## src/rtl/mem_arbiter.sv

```systemverilog
// Round-robin two-master arbiter for the picorv32 native bus; one transaction in flight, response watchdog.
// Request reaches the slave one cycle after arbitration; completion is same-cycle; requesters wait while busy.
module mem_arbiter #(
    parameter int          TIMEOUT  = 1024,
    parameter logic [31:0] ERR_DATA = 32'hDEAD_BEEF
) (
    input  logic        clk,
    input  logic        resetn,
    input  logic        m0_valid,
    input  logic [31:0] m0_addr,
    input  logic [31:0] m0_wdata,
    input  logic [3:0]  m0_wstrb,
    output logic        m0_ready,
    output logic [31:0] m0_rdata,
    input  logic        m1_valid,
    input  logic [31:0] m1_addr,
    input  logic [31:0] m1_wdata,
    input  logic [3:0]  m1_wstrb,
    output logic        m1_ready,
    output logic [31:0] m1_rdata,
    output logic        s_valid,
    output logic [31:0] s_addr,
    output logic [31:0] s_wdata,
    output logic [3:0]  s_wstrb,
    input  logic        s_ready,
    input  logic [31:0] s_rdata,
    output logic        grant,
    output logic        bus_error
);

    typedef enum logic [1:0] {IDLE, BUSY, DONE} state_t;

    localparam int CW = (TIMEOUT > 0) ? $clog2(TIMEOUT + 1) : 1;
    localparam logic [CW-1:0] CNT_LAST = (TIMEOUT > 0) ? CW'(TIMEOUT - 1) : '0;

    state_t        state, state_nxt;
    logic          grant_nxt;
    logic          last_grant;
    logic [CW-1:0] cnt;
    logic          timed_out;
    logic          complete;
    logic          tout_done;
    logic [31:0]   rdata_sel;

    // Completion is gated by resetn so a reset landing mid-transaction never leaks a ready pulse.
    assign timed_out = (TIMEOUT != 0) && (cnt == CNT_LAST);
    assign complete  = (state == BUSY) && resetn && (s_ready || timed_out);
    assign tout_done = complete && !s_ready;

    always_comb begin
        state_nxt = state;
        grant_nxt = grant;
        case (state)
            IDLE: begin
                if (m0_valid || m1_valid) begin
                    state_nxt = BUSY;
                    if (m0_valid && m1_valid)
                        grant_nxt = ~last_grant;
                    else
                        grant_nxt = m1_valid;
                end
            end
            BUSY: begin
                if (complete)
                    state_nxt = DONE;
            end
            DONE: state_nxt = IDLE;
            default: state_nxt = IDLE;
        endcase
    end

    always_ff @(posedge clk) begin
        if (!resetn) begin
            state      <= IDLE;
            grant      <= 1'b0;
            last_grant <= 1'b1;
            cnt        <= '0;
        end else begin
            state <= state_nxt;
            grant <= grant_nxt;
            if (state == IDLE)
                cnt <= '0;
            else if (state == BUSY && cnt != '1)
                cnt <= cnt + 1'b1;
            if (complete)
                last_grant <= grant;
        end
    end

    assign s_valid = (state == BUSY);
    assign s_addr  = grant ? m1_addr  : m0_addr;
    assign s_wdata = grant ? m1_wdata : m0_wdata;
    assign s_wstrb = grant ? m1_wstrb : m0_wstrb;

    assign rdata_sel = tout_done ? ERR_DATA : s_rdata;
    assign m0_ready  = complete && !grant;
    assign m1_ready  = complete && grant;
    assign m0_rdata  = m0_ready ? rdata_sel : 32'h0;
    assign m1_rdata  = m1_ready ? rdata_sel : 32'h0;
    assign bus_error = tout_done;

endmodule

```

## config.mk

```make
export PLATFORM = sky130hd
export DESIGN_NAME = mem_arbiter
export DESIGN_NICKNAME = d
export VERILOG_FILES = /design/src/rtl/mem_arbiter.sv
export SDC_FILE = /design/constraint.sdc
export NUM_CORES = 1
export LEC_CHECK = 0
export ABC_AREA = 1
export CAP_MARGIN = 20
export CELL_PAD_IN_SITES_DETAIL_PLACEMENT = 0
export CELL_PAD_IN_SITES_GLOBAL_PLACEMENT = 1
export CORE_UTILIZATION = 13
export CTS_CLUSTER_DIAMETER = 120
export DETAILED_ROUTE_END_ITERATION = 8
export PLACE_DENSITY_LB_ADDON = 0.1
export SETUP_SLACK_MARGIN = 0.1
export SLEW_MARGIN = 10
export SYNTH_ARGS = -nofsm -noshare
export SYNTH_HDL_FRONTEND = slang
export SYNTH_SLANG_ARGS = --single-unit
export TNS_END_PERCENT = 10
```

## constraint.sdc

```tcl
create_clock -name clk -period 1.79 [get_ports clk]
set_input_delay 0.179 -clock clk [delete_from_list [all_inputs] [get_ports clk]]
set_output_delay 0.179 -clock clk [all_outputs]
set_load 0.01 [all_outputs]
```

==> results <==
## flip-flops by register name, indices dropped and copies added, names as in the netlist
register and cells:
cnt 11, grant 1, last_grant 1, state 2
## power by group through the flow
stage	Combinational [mW]	Sequential, mW	Clock (mW)
finish	1.13	0.350	0.444
global route	1.23	0.351	0.482
CTS	1.14	0.350	0.465
detailed placement	1.19	0.356	0
global placement	1.19	0.356	0
floorplan	0.361	0.354	0
## repair_timing
item                                    CTS  global route
setup buffers                             4             1
pin swaps                                10             4
endpoints found under the setup margin  137           106
resized for setup                       346            51
gates cloned                              4             2
## metal layers
layer / routed length (µm) / up-vias / share of wire
li1: - / 2034 / -
met1: 5202 / 1683 / 0.37
met2: 7583 / 196 / 0.54
met3: 1141 / 12 / 0.081
met4: 199 / 0 / 0.014
met5: 0 / - / 0
## worst register-to-register path, delay by kind of cell, from the launching register on
family	cells	cell delay (ps)
and+or+nand+nor	5	690
DFF	1	360
buffers and inverters	2	250
adders and majority gates	1	140
## layout make-up
class	count	area (µm²)	share of cell area
flip-flops and latches	15	309.0	0.05160
diodes	1	2.502	0.0004178
inverters	46	177.7	0.02966
clock buffers	4	78.83	0.01316
multi-input cells	362	1822	0.3042
well taps	220	275.3	0.04596
repair buffers	354	3324	0.5550
## worst paths after layout
kind	from	to	cells past startpoint
worst min register to register	last_grant	last_grant	2
worst max register to register	cnt[1]	last_grant	8
worst min-delay path	last_grant	last_grant	2
worst max-delay path	cnt[1]	m1_rdata[16]	9
## cell usage after synthesis, drive strengths merged
| cell | count |
|---|---|
| a21boi | 1 |
| a21oi | 57 |
| buf | 14 |
| clkbuf | 13 |
| clkinv | 1 |
| dfxtp | 15 |
| ha | 1 |
| inv | 45 |
| nand2 | 245 |
| nand3 | 11 |
| nand4 | 3 |
| nor2 | 33 |
| nor3 | 2 |
| o21ai | 5 |
| o21bai | 1 |
| xor2 | 3 |
## cell families (layout without fill, tap and decap cells)
family	Yosys count	in the layout
compound gates	64	64
fa+ha+maj	1	1
buf+inv	73	404
simple gates	294	294
flops	15	15
other cells	0	1
xor+xnor	3	3
==> results.sh <==
export IMPL_postSynthNetCount=624
export IMPL_boundaryPins=310
export IMPL_synth_warning_count=0
export IMPL_track_usage=0.1520
export IMPL_period_share=1.137
export IMPL_power_density_nw_per_um2=322.0
export IMPL_ctsRootBufferMaster="clkbuf_16"
export IMPL_power_total_mw=1.929
export IMPL_die_w_um=132.3
export IMPL_h_tree_depth=1
export IMPL_design_area_um2=5989
export IMPL_num_rows=47
export IMPL_timing_critical_path_from_type="flop"
export IMPL_post_synth_fa_ha_maj_area_fraction=0.005669
export IMPL_postSynthAreaPerCell_um2=4.905
export IMPL_power_clock_fraction=0.230
export IMPL_synth_cell_area_um2=2207
export IMPL_area_growth_synth_to_final_pct=171.4
export IMPL_critical_path_arrival_ps=1860
export IMPL_groute_layer_met3_usage=0.03806
export IMPL_synth_sequential_area_ratio=0.1361
export IMPL_grt_antenna_before_repair=1
export IMPL_required_ps=1610
export IMPL_area_of_the_die_um2=17500
export IMPL_fin_worst_hold_slack_ps=491.3
export IMPL_yosys_top_cells_area="nand2_1 (41%), dfxtp_1 (14%), a21oi_1 (9.8%)"
export IMPL_dpl_cell_area_um2=5779
export IMPL_cts_clk_slew_worst_paths_ps=50
export IMPL_cts_max_path_buffers=2
export IMPL_finalSetupViolations=74
export IMPL_grt_first_pass_wirelength_um=20890
export IMPL_synth_simple_gate_area_share=0.5278
export IMPL_yosys_cell_types=25
export IMPL_grt_most_used_layer="met2"
export IMPL_first_global_vias=3770
export IMPL_synth_seq_cells=15
export IMPL_ctsHoldBuffers=0
export IMPL_core_area_um2=16580
export IMPL_worst_setup_path_end_kind="output port"
export IMPL_critical_path_max_stage_delay_ps=360
export IMPL_post_synth_xor_area_fraction=0.01190
export IMPL_grt_overflow_total=0
export IMPL_gpl_final_weighted_congestion=0.8563
export IMPL_routed_wire_length_per_instance_um=14.10
export IMPL_dpl_cells=986
export IMPL_criticalPathCategory="reg2out"
export IMPL_wl_um=14130
export IMPL_viasPerCell=3.917
export IMPL_leakage_nw=2.985
export IMPL_sequentialPowerShare=0.181
export IMPL_design_final_nets=956
export IMPL_drtPass1Iterations=4
export IMPL_route_detailed_drc=0
export IMPL_timing_critical_path_slowest_stage_cell="dfxtp_4"
export IMPL_worstPathCellList="ha_4 > inv_2 > nor2_4 > nand4_1 > nand2_2 > nand3_4 > buf_16 > a21oi_2 > buf_2"
export IMPL_power_frac_comb=0.588
export IMPL_detail_route_iter0_violations=124
export IMPL_setup_reg_to_reg_worst_slack_ps=300
export IMPL_timing_setup_tns_ps=-12230
export IMPL_filler_cell_count=1750
export IMPL_violations_in_the_final_reports="setup timing"
export IMPL_largest_family_of_logic_cells_by_synthesized_area="simple AND/OR/NAND/NOR gates"
export IMPL_synth_top_area_share=0.4133
export IMPL_drive_above_1_share=0.2497
export IMPL_detailed_place_hpwl_um=11120
export IMPL_timing_critical_path_fanout_max=6
export IMPL_hold_violations=0
export IMPL_setup_slack_ps=-245.0
export IMPL_mostFrequentLayoutCell="nand2_1"
export IMPL_vdd_ir_drop_worst_v=0.0002345
export IMPL_netSwitchingFraction=0.3251
export IMPL_detail_route_antenna_nets=0
export IMPL_initial_utilization=0.1331
export IMPL_groute_layer_met1_usage=0.1611
export IMPL_timing_max_cap_violations=0
export IMPL_synth_compound_gate_area_share=0.1712
export IMPL_mostFrequentLayoutCells="nand2_1 (234), clkdlybuf4s50_1 (197), buf_2 (60)"
export IMPL_cts_inserted_buffers=3
export IMPL_synth_largest_area_cell="nand2_1"
export IMPL_tightest_slew_ps=273.6
export IMPL_grt_max_degree=49
export IMPL_synth_mux_area_fraction=0
export IMPL_finalMaxSlewViolations=0
export IMPL_run_status="finished, violations left"
export IMPL_p_int_mw=1.302
export IMPL_cts_tree="built"
export IMPL_number_of_buffers_added_on_ports=309
export IMPL_die_h_um=132.3
export IMPL_finish_utilization=0.3612
export IMPL_fmax_mhz=491.4
export IMPL_class_of_the_tightest_hold_or_removal_check="reg2reg"
export IMPL_cts_sinks=15
export IMPL_finish_cell_count_without_fillers=1002
export IMPL_worst_path_dominant_cell_family="simple AND/OR/NAND/NOR gates"
export IMPL_timing_final_crit_period_ps=2035
export IMPL_power_net_switching_mw=0.6271
export IMPL_worstSkewPairLatency_ps=250
export IMPL_syn_instance_count=450
export IMPL_max_slew_margin_rel=0.8166
export IMPL_detailroute_via_count=3925
export IMPL_pre_cts_ws_ps=-469.8
export IMPL_met2_usage=0.3004
export IMPL_critical_path_n_buffers_inverters=3
export IMPL_grt_setup_unrepaired="true"
export IMPL_fin_skew_ps=1.061
(Power assumes the default switching activity.)
